<file path="src/rtl/pc_fetch_gen_if.sv">
// Fetch request bus between the PC generator and the instruction cache.
// The generator drives the request (valid, block address, slot mask) and
// the cache answers with ready.
interface pc_fetch_gen_if #(
   parameter int ADDR_W  = 32,
   parameter int FETCH_W = 2
);

   logic              req_valid_o;
   logic              req_ready_i;
   logic [ADDR_W-1:0] req_addr_o;
   logic [FETCH_W-1:0] fetch_mask_o;

   modport master (
      output req_valid_o,
      output req_addr_o,
      output fetch_mask_o,
      input  req_ready_i
   );

   modport slave (
      input  req_valid_o,
      input  req_addr_o,
      input  fetch_mask_o,
      output req_ready_i
   );

endinterface

</file>
<file path="src/rtl/pc_fetch_gen.sv">
// Next-PC / fetch-request generator for the front end.
// Issues one fetch block of FETCH_W instructions per accepted request,
// applies flush and branch redirects (flush wins), and parks a redirect
// that arrives while a request is stalled so the stalled address stays
// stable until the icache takes it.
module pc_fetch_gen #(
   parameter int                ADDR_W   = 32,
   parameter int                FETCH_W  = 2,
   parameter logic [ADDR_W-1:0] RESET_PC = ADDR_W'(32'h1c000000),
   parameter int                PAUSE_W  = 6
) (
   input  logic               clk,
   input  logic               rst,
   input  logic [PAUSE_W-1:0] pause,
   input  logic               flush_i,
   input  logic [ADDR_W-1:0]  flush_target_i,
   input  logic               branch_i,
   input  logic [ADDR_W-1:0]  branch_target_i,
   pc_fetch_gen_if.master     bus,
   output logic [ADDR_W-1:0]  pc_o
);

   // Byte size of one fetch block and the mask of the in-block offset bits.
   localparam logic [ADDR_W-1:0] BLOCK_BYTES = ADDR_W'(FETCH_W * 4);
   localparam logic [ADDR_W-1:0] OFF_MASK    = ADDR_W'(FETCH_W * 4 - 1);
   localparam logic [ADDR_W-1:0] WORD_MASK   = ADDR_W'(3);

   localparam logic [1:0] ST_IDLE = 2'd0;
   localparam logic [1:0] ST_RUN  = 2'd1;
   localparam logic [1:0] ST_WAIT = 2'd2;

   logic [1:0]        state;
   logic [1:0]        state_d;
   logic [ADDR_W-1:0] pc;
   logic [ADDR_W-1:0] pc_d;

   logic              pending_valid;
   logic              pending_is_flush;
   logic [ADDR_W-1:0] pending_target;
   logic              pending_valid_d;
   logic              pending_is_flush_d;
   logic [ADDR_W-1:0] pending_target_d;

   logic              merged_valid;
   logic              merged_is_flush;
   logic [ADDR_W-1:0] merged_target;

   logic [ADDR_W-1:0] flush_tgt;
   logic [ADDR_W-1:0] branch_tgt;
   logic [ADDR_W-1:0] seq_next;
   logic [ADDR_W-1:0] slot_idx;
   logic              req_valid;
   logic              fire;

   // Only the fetch-stage bit of the pause vector matters to this block.
   logic unused_pause;
   assign unused_pause = ^pause;

   // Redirect targets are word aligned; the low two bits are dropped.
   assign flush_tgt  = flush_target_i  & ~WORD_MASK;
   assign branch_tgt = branch_target_i & ~WORD_MASK;

   // Next sequential block: align down to the block base and step one
   // block; the adder wraps naturally at the top of the address space.
   assign seq_next = (pc & ~OFF_MASK) + BLOCK_BYTES;
   assign slot_idx = (pc & OFF_MASK) >> 2;

   // Slot mask marks every slot at or after the one the PC points into.
   always_comb begin
      bus.fetch_mask_o = '0;
      for (int i = 0; i < FETCH_W; i++) begin
         bus.fetch_mask_o[i] = (ADDR_W'(i) >= slot_idx);
      end
   end

   // Request valid depends only on state and redirect/pause inputs, never
   // on ready, so no combinational loop can form through the icache.
   always_comb begin
      req_valid = 1'b0;
      case (state)
         ST_RUN:  req_valid = !pause[0] && !flush_i && !branch_i;
         ST_WAIT: req_valid = 1'b1;
         default: req_valid = 1'b0;
      endcase
   end

   assign fire             = req_valid && bus.req_ready_i;
   assign bus.req_valid_o  = req_valid;
   assign bus.req_addr_o   = pc;
   assign pc_o             = pc;

   // Fold this cycle's redirect into the parked one: a flush always
   // overwrites, a parked flush is never displaced by a branch, and a
   // branch otherwise replaces whatever branch was parked.
   always_comb begin
      merged_valid    = pending_valid;
      merged_is_flush = pending_is_flush;
      merged_target   = pending_target;
      if (flush_i) begin
         merged_valid    = 1'b1;
         merged_is_flush = 1'b1;
         merged_target   = flush_tgt;
      end else if (pending_valid && pending_is_flush) begin
         merged_valid    = 1'b1;
         merged_is_flush = 1'b1;
         merged_target   = pending_target;
      end else if (branch_i) begin
         merged_valid    = 1'b1;
         merged_is_flush = 1'b0;
         merged_target   = branch_tgt;
      end
   end

   // Next-state and next-PC selection for the IDLE/RUN/WAIT controller.
   always_comb begin
      state_d            = state;
      pc_d               = pc;
      pending_valid_d    = pending_valid;
      pending_is_flush_d = pending_is_flush;
      pending_target_d   = pending_target;
      case (state)
         ST_IDLE: begin
            state_d = ST_RUN;
            if (flush_i) begin
               pc_d = flush_tgt;
            end else if (branch_i) begin
               pc_d = branch_tgt;
            end
         end
         ST_RUN: begin
            if (flush_i) begin
               pc_d = flush_tgt;
            end else if (branch_i) begin
               pc_d = branch_tgt;
            end else if (fire) begin
               pc_d = seq_next;
            end else if (req_valid) begin
               state_d = ST_WAIT;
            end
         end
         ST_WAIT: begin
            if (bus.req_ready_i) begin
               pc_d               = merged_valid ? merged_target : seq_next;
               pending_valid_d    = 1'b0;
               pending_is_flush_d = 1'b0;
               state_d            = ST_RUN;
            end else begin
               pending_valid_d    = merged_valid;
               pending_is_flush_d = merged_is_flush;
               pending_target_d   = merged_target;
            end
         end
         default: begin
            state_d            = ST_IDLE;
            pending_valid_d    = 1'b0;
            pending_is_flush_d = 1'b0;
         end
      endcase
   end

   // State, PC and parked-redirect registers with synchronous reset.
   always_ff @(posedge clk) begin
      if (rst) begin
         state            <= ST_IDLE;
         pc               <= RESET_PC;
         pending_valid    <= 1'b0;
         pending_is_flush <= 1'b0;
         pending_target   <= '0;
      end else begin
         state            <= state_d;
         pc               <= pc_d;
         pending_valid    <= pending_valid_d;
         pending_is_flush <= pending_is_flush_d;
         pending_target   <= pending_target_d;
      end
   end

endmodule

</file>
<file path="src/flat_wrapper.sv">
// flat-port wrapper written by rule: the top's interface ports become plain ports
module pc_fetch_gen_flat 
#(
   parameter int                ADDR_W   = 32,
   parameter int                FETCH_W  = 2,
   parameter logic [ADDR_W-1:0] RESET_PC = ADDR_W'(32'h1c000000),
   parameter int                PAUSE_W  = 6
)
  (clk, rst, pause, flush_i, flush_target_i, branch_i, branch_target_i, pc_o, bus_req_valid_o, bus_req_addr_o, bus_fetch_mask_o, bus_req_ready_i);
  pc_fetch_gen_if #(.ADDR_W(ADDR_W), .FETCH_W(FETCH_W)) bus_i ();
  input  logic clk;
  input  logic rst;
  input  logic [PAUSE_W-1:0] pause;
  input  logic flush_i;
  input  logic [ADDR_W-1:0] flush_target_i;
  input  logic branch_i;
  input  logic [ADDR_W-1:0] branch_target_i;
  output logic [ADDR_W-1:0] pc_o;
  output wire logic [$bits(bus_i.req_valid_o)-1:0] bus_req_valid_o;
  output wire logic [$bits(bus_i.req_addr_o)-1:0] bus_req_addr_o;
  output wire logic [$bits(bus_i.fetch_mask_o)-1:0] bus_fetch_mask_o;
  input wire logic [$bits(bus_i.req_ready_i)-1:0] bus_req_ready_i;
  assign bus_req_valid_o = bus_i.req_valid_o;
  assign bus_req_addr_o = bus_i.req_addr_o;
  assign bus_fetch_mask_o = bus_i.fetch_mask_o;
  assign bus_i.req_ready_i = bus_req_ready_i;
  pc_fetch_gen #(.ADDR_W(ADDR_W), .FETCH_W(FETCH_W), .RESET_PC(RESET_PC), .PAUSE_W(PAUSE_W)) u_core (.clk(clk), .rst(rst), .pause(pause), .flush_i(flush_i), .flush_target_i(flush_target_i), .branch_i(branch_i), .branch_target_i(branch_target_i), .bus(bus_i), .pc_o(pc_o));
endmodule
</file>
<file path="config.mk">
export PLATFORM = sky130hd
export DESIGN_NAME = pc_fetch_gen_flat
export DESIGN_NICKNAME = d
export VERILOG_FILES = /design/src/rtl/pc_fetch_gen_if.sv /design/src/rtl/pc_fetch_gen.sv /design/src/flat_wrapper.sv
export SDC_FILE = /design/constraint.sdc
export NUM_CORES = 1
export LEC_CHECK = 0
export BUFFER_PORTS_ARGS = -buffer_cell sky130_fd_sc_hd__buf_2
export CAP_MARGIN = 25
export CORE_AREA = 5 5 147 149
export CTS_CLUSTER_DIAMETER = 100
export CTS_CLUSTER_SIZE = 16
export DETAILED_ROUTE_END_ITERATION = 10
export DIE_AREA = 0 0 152 154
export GPL_TIMING_DRIVEN = 0
export PLACE_DENSITY = 0.57
export SETUP_SLACK_MARGIN = 0.05
export SYNTH_ARGS = -nofsm -noshare
export SYNTH_HDL_FRONTEND = slang
export SYNTH_SLANG_ARGS = --single-unit
export TNS_END_PERCENT = 100
</file>
<file path="constraint.sdc">
create_clock -name clk -period 6.42 [get_ports clk]
set_input_delay 1.284 -clock clk [delete_from_list [all_inputs] [get_ports clk]]
set_output_delay 1.284 -clock clk [all_outputs]
set_load 0.01 [all_outputs]
</file>
# Word-level counts from Yosys, hierarchy flattened
# Index checks and enable logic that the tools add are counted.
# Widths: inputs -> output; s select.
[word_totals]
regBits = 68
in_bits = 75
elab_cells = 62
[op_classes]
addsub = 1
order_cmp = 2
eq_ne = 10
mux = 28
n_bitwise = 2
n_reduce_logical = 14
[op_table]
columns = ["operator", "count"]
rows = [
  ["$mux 32", 10],
  ["$pmux 32 s3", 1],
  ["$add 32x4->32 const B", 1],
  ["$mux 2", 5],
  ["$mux 1", 8],
  ["$ne 2x2->1 const B", 4],
  ["$pmux 1 s2", 3],
  ["$pmux 2 s3", 1],
  ["$ne 5x4->1 const B", 1],
  ["$reduce_and 5->1", 1],
  ["$logic_and 1x1->1", 4],
  ["$ne 4x3->1 const B", 1],
  ["$reduce_and 2->1", 2],
  ["$reduce_and 4->1", 1],
  ["$logic_not 1->1", 3],
  ["$ne 3x3->1 const B", 1],
  ["$reduce_bool 3->1", 1],
  ["$eq 2x1->1 const B", 1],
  ["$eq 2x2->1 const B", 1],
  ["$ge 1x1->1 const A", 2],
  ["$logic_not 2->1", 1],
  ["$ne 2x1->1 const B", 1],
  ["$not 1->1", 2],
  ["$reduce_or 2->1", 1],
]

# Longest topological paths before layout
# Gate-level depths: netlist (run 1).
[depth]
word_depth = 9
mapped_depth = 11

# Worst setup path before layout (run 1)
# OpenSTA, ideal clock, no wires.
[synth_timing]
path_kind = "input-to-output"
from = "input port flush_i"
to = "output port bus_req_valid_o"
arrival_time_ns = 2.101
setup_slack_ns = 3.035
stages = 5
path_buffers = 2
path_cell_list = "buf_2 buf_2 nor2_1 a21oi_1 nor2_1"
[synth_between]
elab_chain_len = 4
[synth_lines]
columns = ["item", "line", "source"]
rows = [
  ["start, declared", "flat_wrapper.sv:14", "input logic flush_i;"],
  ["$logic_not 1->1", "pc_fetch_gen.sv:81", "ST_RUN: req_valid = !pause[0] && !flush_i && !branch_i;"],
  ["$logic_and 1x1->1 (2 in series)", "pc_fetch_gen.sv:81", ""],
  ["$pmux 1 s2", "pc_fetch_gen.sv:80", "case (state)"],
  ["end, declared", "flat_wrapper.sv:19", "output wire logic [$bits(bus_i.req_valid_o)-1:0] bus_req_valid_o;"],
]
# Every way passes these cells.

# Worst setup path in the final report (run 1)
# Ends and elaborated chain as after synthesis.

==> metrics, run 1 <==
pin count of the biggest net entering global routing=13; Hold Buf Count CTS=0; initial antenna violation count=1; Clock Skews=0.008834 ns; Critical-path top delay cell=nor2_1; Seq cells post-synth=68; Max VDD drop=0.09522 mV; Tightest Hold Check Type=reg -> reg; Post-synth EDFFs=0; Place WS=2.369 ns; worst slew pin tran=0.9075 ns; TritonCTS clock tree=yes; synthesized instance count=763; height of the die=154 um; Slew Limit Fails=0; vias=6588; Post-synth ARST share=0%; die area=23410 sq um; layout cells sized above 1=24.56%; total negative slack=0 ns; yosys warns=0; RSZ-0062 raised after global routing=no; setup ws final=2.304 ns; number of library cell types mapped by synthesis=74; drt via density=5.593; number of global-route vias before repair=6040; type of origin of the critical path=input port; commonest non-fill, non-tap cell in the layout=buf_2; Max Freq=0.2430 GHz; Clock Pin Slew Worst Setup and Hold Paths=0.06 ns; # Max-Cap Violations=0; post-DP HPWL=20080 um; Final setup viols=0; row count=52; CP arrival=2.83 ns; gr ovfl total=0; crit path capture type=output port; clk_lat worst skew=0.34 ns; Final ANT Viol Nets=0; WL/cell=22.69 um; synthesized area=5560 sq um; starting density of the core=27.75%; worst-path fanout max=10; Post-Layout Inst Area=6872 sq um; htree depth=3; Num CTS Buffers=9; TritonRoute pass-1 iters=6; part of the power in combinational logic=31.1%; final worst-path cycle share=64.11%; Buffers & Inverters on Critical Path=4; most frequent cells in the layout=145 x buf_2, 84 x nand2_1, 70 x nor2_1; Die W=152 um; Post-DP Area=6544 sq um; crit path kind=in -> out; gr usage total=21.68%; Psw=0.5644 mW; Worst path top cell family by delay=buffers and inverters; Slew HR=39.50%; Clk pwr share=36.7%; P per Cell Area=226.7 nW/um^2; # IOs=142; min Tclk post-route=4.116 ns; Pint=0.9931 mW; Max stage delay on crit path=0.52 ns; Hold Slack=0.4553 ns; Syn Area/Cell=7.287 sq um; top post-synthesis cells by area=dfxtp_1 24%, nand2_1 5.7%, a21oi_1 5.4%, o21ai_0 5.3%, buf_4 4.7%; global-route wire length before repair=39160 um; sequential power share=32.2%; CP required=5.14 ns; Synth Flop Type=dfxtp_1; nets=984; sequential element share of the synthesized area=24.48%; run status=finished, final reports clean; CTS Sinks=68; CP Cell Sequence=buf_2 -> buf_2 -> buf_2 -> nor2_1 -> a21oi_1 -> nor2_1 -> buf_2; Area Overhead vs Synth=23.58%; core box area=20040 sq um; Yosys top cell area share=24.48%; post-CTS setup buffer count=0; Power, Total=1.558 mW; CP dominant cell by count=buf_2; Gates resized, CTS repair=0; syn_nets=844; leakage=2.831 nW; # DRC=0; Hold Vio Cnt, Final=0; Synth area leader=dfxtp_1; Clock Tree Buf Depth=2; input/output buffers=129; drt first-iter violations=904; clock root buffer=clkbuf_16; WL final=26730 um; Ant. Diodes=0; Net Sw Frac=36.24%; GP Congestion=0.9710
==> logic make-up after synthesis <==
logic type | after synthesis | share of synthesized area (%)
multiplexers | 27 | 5.018
buffers and inverters | 107 | 10.91
AO/OA/AOI/OAI | 263 | 30.69
flip-flops | 68 | 24.48
AND/OR/NAND/NOR | 272 | 24.48
XOR/XNOR | 19 | 2.993
other | 1 | 0.06744
adder cells (fa/ha/maj) | 6 | 1.350
==> worst min-delay path, delay by kind of cell (launching register included) <==
kind,cells,cell delay (ns)
flip-flops,1,0.31
AO/OA/AOI/OAI,1,0.05
AND/OR/NAND/NOR,1,0.05
==> power groups by stage <==
| stage | logic [mW] | clock network [mW] | registers (mW) |
|---|---|---|---|
| after floorplan | 0.276 | 0 | 0.508 |
| after global placement | 0.469 | 0 | 0.510 |
| after detailed placement | 0.468 | 0 | 0.511 |
| after CTS | 0.471 | 0.571 | 0.501 |
| after global routing | 0.516 | 0.592 | 0.508 |
| final | 0.484 | 0.571 | 0.502 |
==> cell type report <==
cell class / count / area (sq um)
clock inverters: 5 / 85.08
clock buffers: 11 / 242.7
multi-input cells: 588 / 3592
fillers: 2198 / 13170
flip-flops and latches: 68 / 1361
well taps: 270 / 337.8
plain buffers: 92 / 550.5
repair buffers: 129 / 645.6
inverters: 15 / 56.30
==> per-layer routing <==
| metal | global-route usage [%] | vias up | share of wire [%] |
|---|---|---|---|
| li1 | - | 3036 | - |
| met4 | 9.889 | 2 | 4.0 |
| met3 | 4.469 | 71 | 9.9 |
| met2 | 34.53 | 446 | 46 |
| met5 | 0 | - | 0.049 |
| met1 | 28.24 | 3033 | 40 |
==> stage by stage <==
stage,instances,util [%]
global placement,1162,32.65
finish,1178,34.29
global route,1178,34.29
detailed placement,1162,32.65
CTS,1178,34.29
floorplan,763,-
==> Yosys cell counts (9+ instances only) <==
cell type and count:
nand2_1 84, nor2_1 70, dfxtp_1 68, a21oi_1 60, o21ai_0 59, buf_4 35
a211oi_1 31, clkbuf_1 31, nand2b_1 23, nor3_1 21, mux2i_1 20, nand3_1 19
o211ai_1 18, buf_2 16, xnor2_1 15, a31oi_1 13, inv_1 13, nor2b_1 10
o22ai_1 10, and3_1 9
==> sequential cells by signal, summed over array words and instances, names as in the netlist <==
| signal | flops |
|---|---|
| u_core.pending_target | 32 |
| u_core.state | 2 |
| u_core.pending_is_flush | 1 |
| u_core.bus.req_addr_o | 32 |
| u_core.pending_valid | 1 |
==> worst paths after layout <==
path | cells past startpoint | startpoint | to | slack [ns]
max | 7 | flush_i | bus_req_valid_o | 2.30
min | 2 | u_core.pending_target[24] | u_core.pending_target[24] | 0.46
max reg2reg | 8 | u_core.state[0] | u_core.bus.req_addr_o[22] | 3.32
min reg2reg | 2 | u_core.pending_target[24] | u_core.pending_target[24] | 0.46
No activity file was read; power rests on OpenSTA's default activity.
==> run 2, diff against run 1 <==
PLACE_DENSITY = 0.59   (was 0.57)
clock period = 3.7 ns   (was 6.42 ns; I/O delays follow)
==> run 2 against run 1 <==
  * Critical path type is now reg -> reg
  * Power up 68%
  * Design area down 0.51%
  * Clock power up 58%
  * Clock-buffer cell count down 2
  * Non-clock buffer count unchanged
  * Sequential power up 73%
  * Clock skew down 0.0012 ns
==> metrics, run 2 (same netlist as run 1, synthesis figures left out) <==
crit path capture type=flop; WL final=26930 um; Max Freq=0.3091 GHz; Slew HR=42.12%; core box area=20040 sq um; Ant. Diodes=0; crit path kind=reg -> reg; Clock Pin Slew Worst Setup and Hold Paths=0.07 ns; min Tclk post-route=3.235 ns; worst-path fanout max=10; TritonCTS clock tree=yes; input/output buffers=129; Buffers & Inverters on Critical Path=4; height of the die=154 um; Hold Vio Cnt, Final=0; multi-input logic area=3592 sq um; Num CTS Buffers=9; leakage=2.824 nW; post-CTS setup buffer count=0; Die W=152 um; Net Sw Frac=37.63%; FF/Latch Area=1361 sq um; Max stage delay on crit path=0.65 ns; Worst Hold Launch=u_core.pending_target[24]; Area Overhead vs Synth=22.95%; total negative slack=0 ns; R2R Setup Slk=0.46 ns; starting density of the core=27.75%; gr ovfl total=0; Gates resized, CTS repair=0; WHS Endpoint=u_core.pending_target[24]; Clk pwr share=34.6%; layout cells sized above 1=24.67%; final worst-path cycle share=87.44%; run status=finished, final reports clean; worst hold stages=2; # IOs=142; part of the power in combinational logic=32.2%; Psw=0.9843 mW; initial antenna violation count=1; row count=52; Post-DP Area=6544 sq um; nets=984; drt first-iter violations=862; RSZ-0062 raised after global routing=no; worst reg2reg startpoint=u_core.state[0]; Post-Layout Inst Area=6837 sq um; TritonRoute pass-1 iters=5; CP dominant cell by count=clkbuf_1; # DRC=0; WL/cell=22.86 um; Pint=1.631 mW; sequential power share=33.2%; pin count of the biggest net entering global routing=13; WP depth=8; clk_lat worst skew=0.35 ns; htree depth=3; clock root buffer=clkbuf_16; Register-to-Register Path Depth=8; post-DP HPWL=20140 um; Clock Skews=0.007585 ns; Final setup viols=0; fillers=2214; global-route wire length before repair=39590 um; gr usage total=21.83%; Max VDD drop=0.2421 mV; CP required=3.91 ns; number of global-route vias before repair=6167; Final ANT Viol Nets=0; RR Endpoint=u_core.bus.req_addr_o[6]; Critical-path top delay cell=clkbuf_1; CP Cell Sequence=inv_1 -> ha_1 -> clkbuf_1 -> clkbuf_1 -> clkbuf_1 -> o22ai_1 -> a211oi_1 -> nor3_1; Clock Tree Buf Depth=2; CP arrival=3.44 ns; most frequent cells in the layout=145 x buf_2, 84 x nand2_1, 70 x nor2_1; CTS Sinks=68; Slew Limit Fails=0; GP Congestion=0.9648; worst slew pin tran=0.8682 ns; die area=23410 sq um; type of origin of the critical path=flop; Tightest Hold Check Type=reg -> reg; P per Cell Area=382.6 nW/um^2; vias=6651; Hold Buf Count CTS=0; commonest non-fill, non-tap cell in the layout=buf_2; Worst path top cell family by delay=buffers and inverters; # Max-Cap Violations=0; drt via density=5.646
## run 2: cell types whose count changed in the layout (fill, tap and decap cells not counted)
cell	before	now
clkbuf_8	1	0
bufinv_16	2	1
clkinvlp_4	1	0
clkbuf_1	32	31
clkinv_2	0	4
## run 2: how the worst max path moves through the flow
stage,startpoint,to,slack [ns]
after global placement,flush_i,u_core.bus.req_addr_o[6],0.54
after detailed placement,flush_i,u_core.bus.req_addr_o[6],0.53
after floorplan,branch_i,u_core.bus.req_addr_o[27],1.38
final,u_core.state[0],u_core.bus.req_addr_o[6],0.46
after CTS,u_core.state[0],u_core.bus.req_addr_o[6],0.59
after global routing,u_core.state[0],u_core.bus.req_addr_o[22],0.33
## run 2: final cells by class
cell class	instances	share of cell area (%)
clock inverters	7	0.9883
well taps	270	4.941
repair buffers	129	9.444
clock buffers	9	3.294
inverters	15	0.8236
plain buffers	92	8.053
multi-input cells	588	52.54
flip-flops and latches	68	19.91
## run 2: power groups by stage
stage                     clock network (mW)  logic [mW]  registers, mW
after detailed placement                   0       0.814          0.885
after global placement                     0       0.814          0.884
final                                  0.905       0.842          0.869
after floorplan                            0       0.478          0.881
after global routing                   0.926       0.894          0.881
after CTS                              0.898       0.818          0.869
## run 2: metrics by stage
stage / hold slack, ns / cells / power [mW] / utilization (%) / setup WS (ns)
finish: 0.4549 / 1178 / 2.616 / 34.12 / 0.4649
global route: 0.4696 / 1178 / 2.701 / 34.12 / 0.3332
CTS: 0.4551 / 1178 / 2.585 / 34.12 / 0.5873
detailed placement: 0.4467 / 1162 / 1.699 / 32.65 / 0.5300
global placement: 0.4428 / 1162 / 1.698 / 32.65 / 0.5375
floorplan: 0.4357 / 763 / 1.359 / - / 1.382
## run 2: layer usage
layer	vias to the layer above	wire length [um]	global-route usage, %
li1	3032	-	-
met1	3081	10930	28.53
met2	451	12020	34.70
met3	85	2719	4.469
met4	2	1250	9.974
met5	-	7	0
## run 2: worst min-delay path: stages (launching register included)
cell	delay (ns)
dfxtp_1	0.31
nand2_1	0.05
a21oi_1	0.05
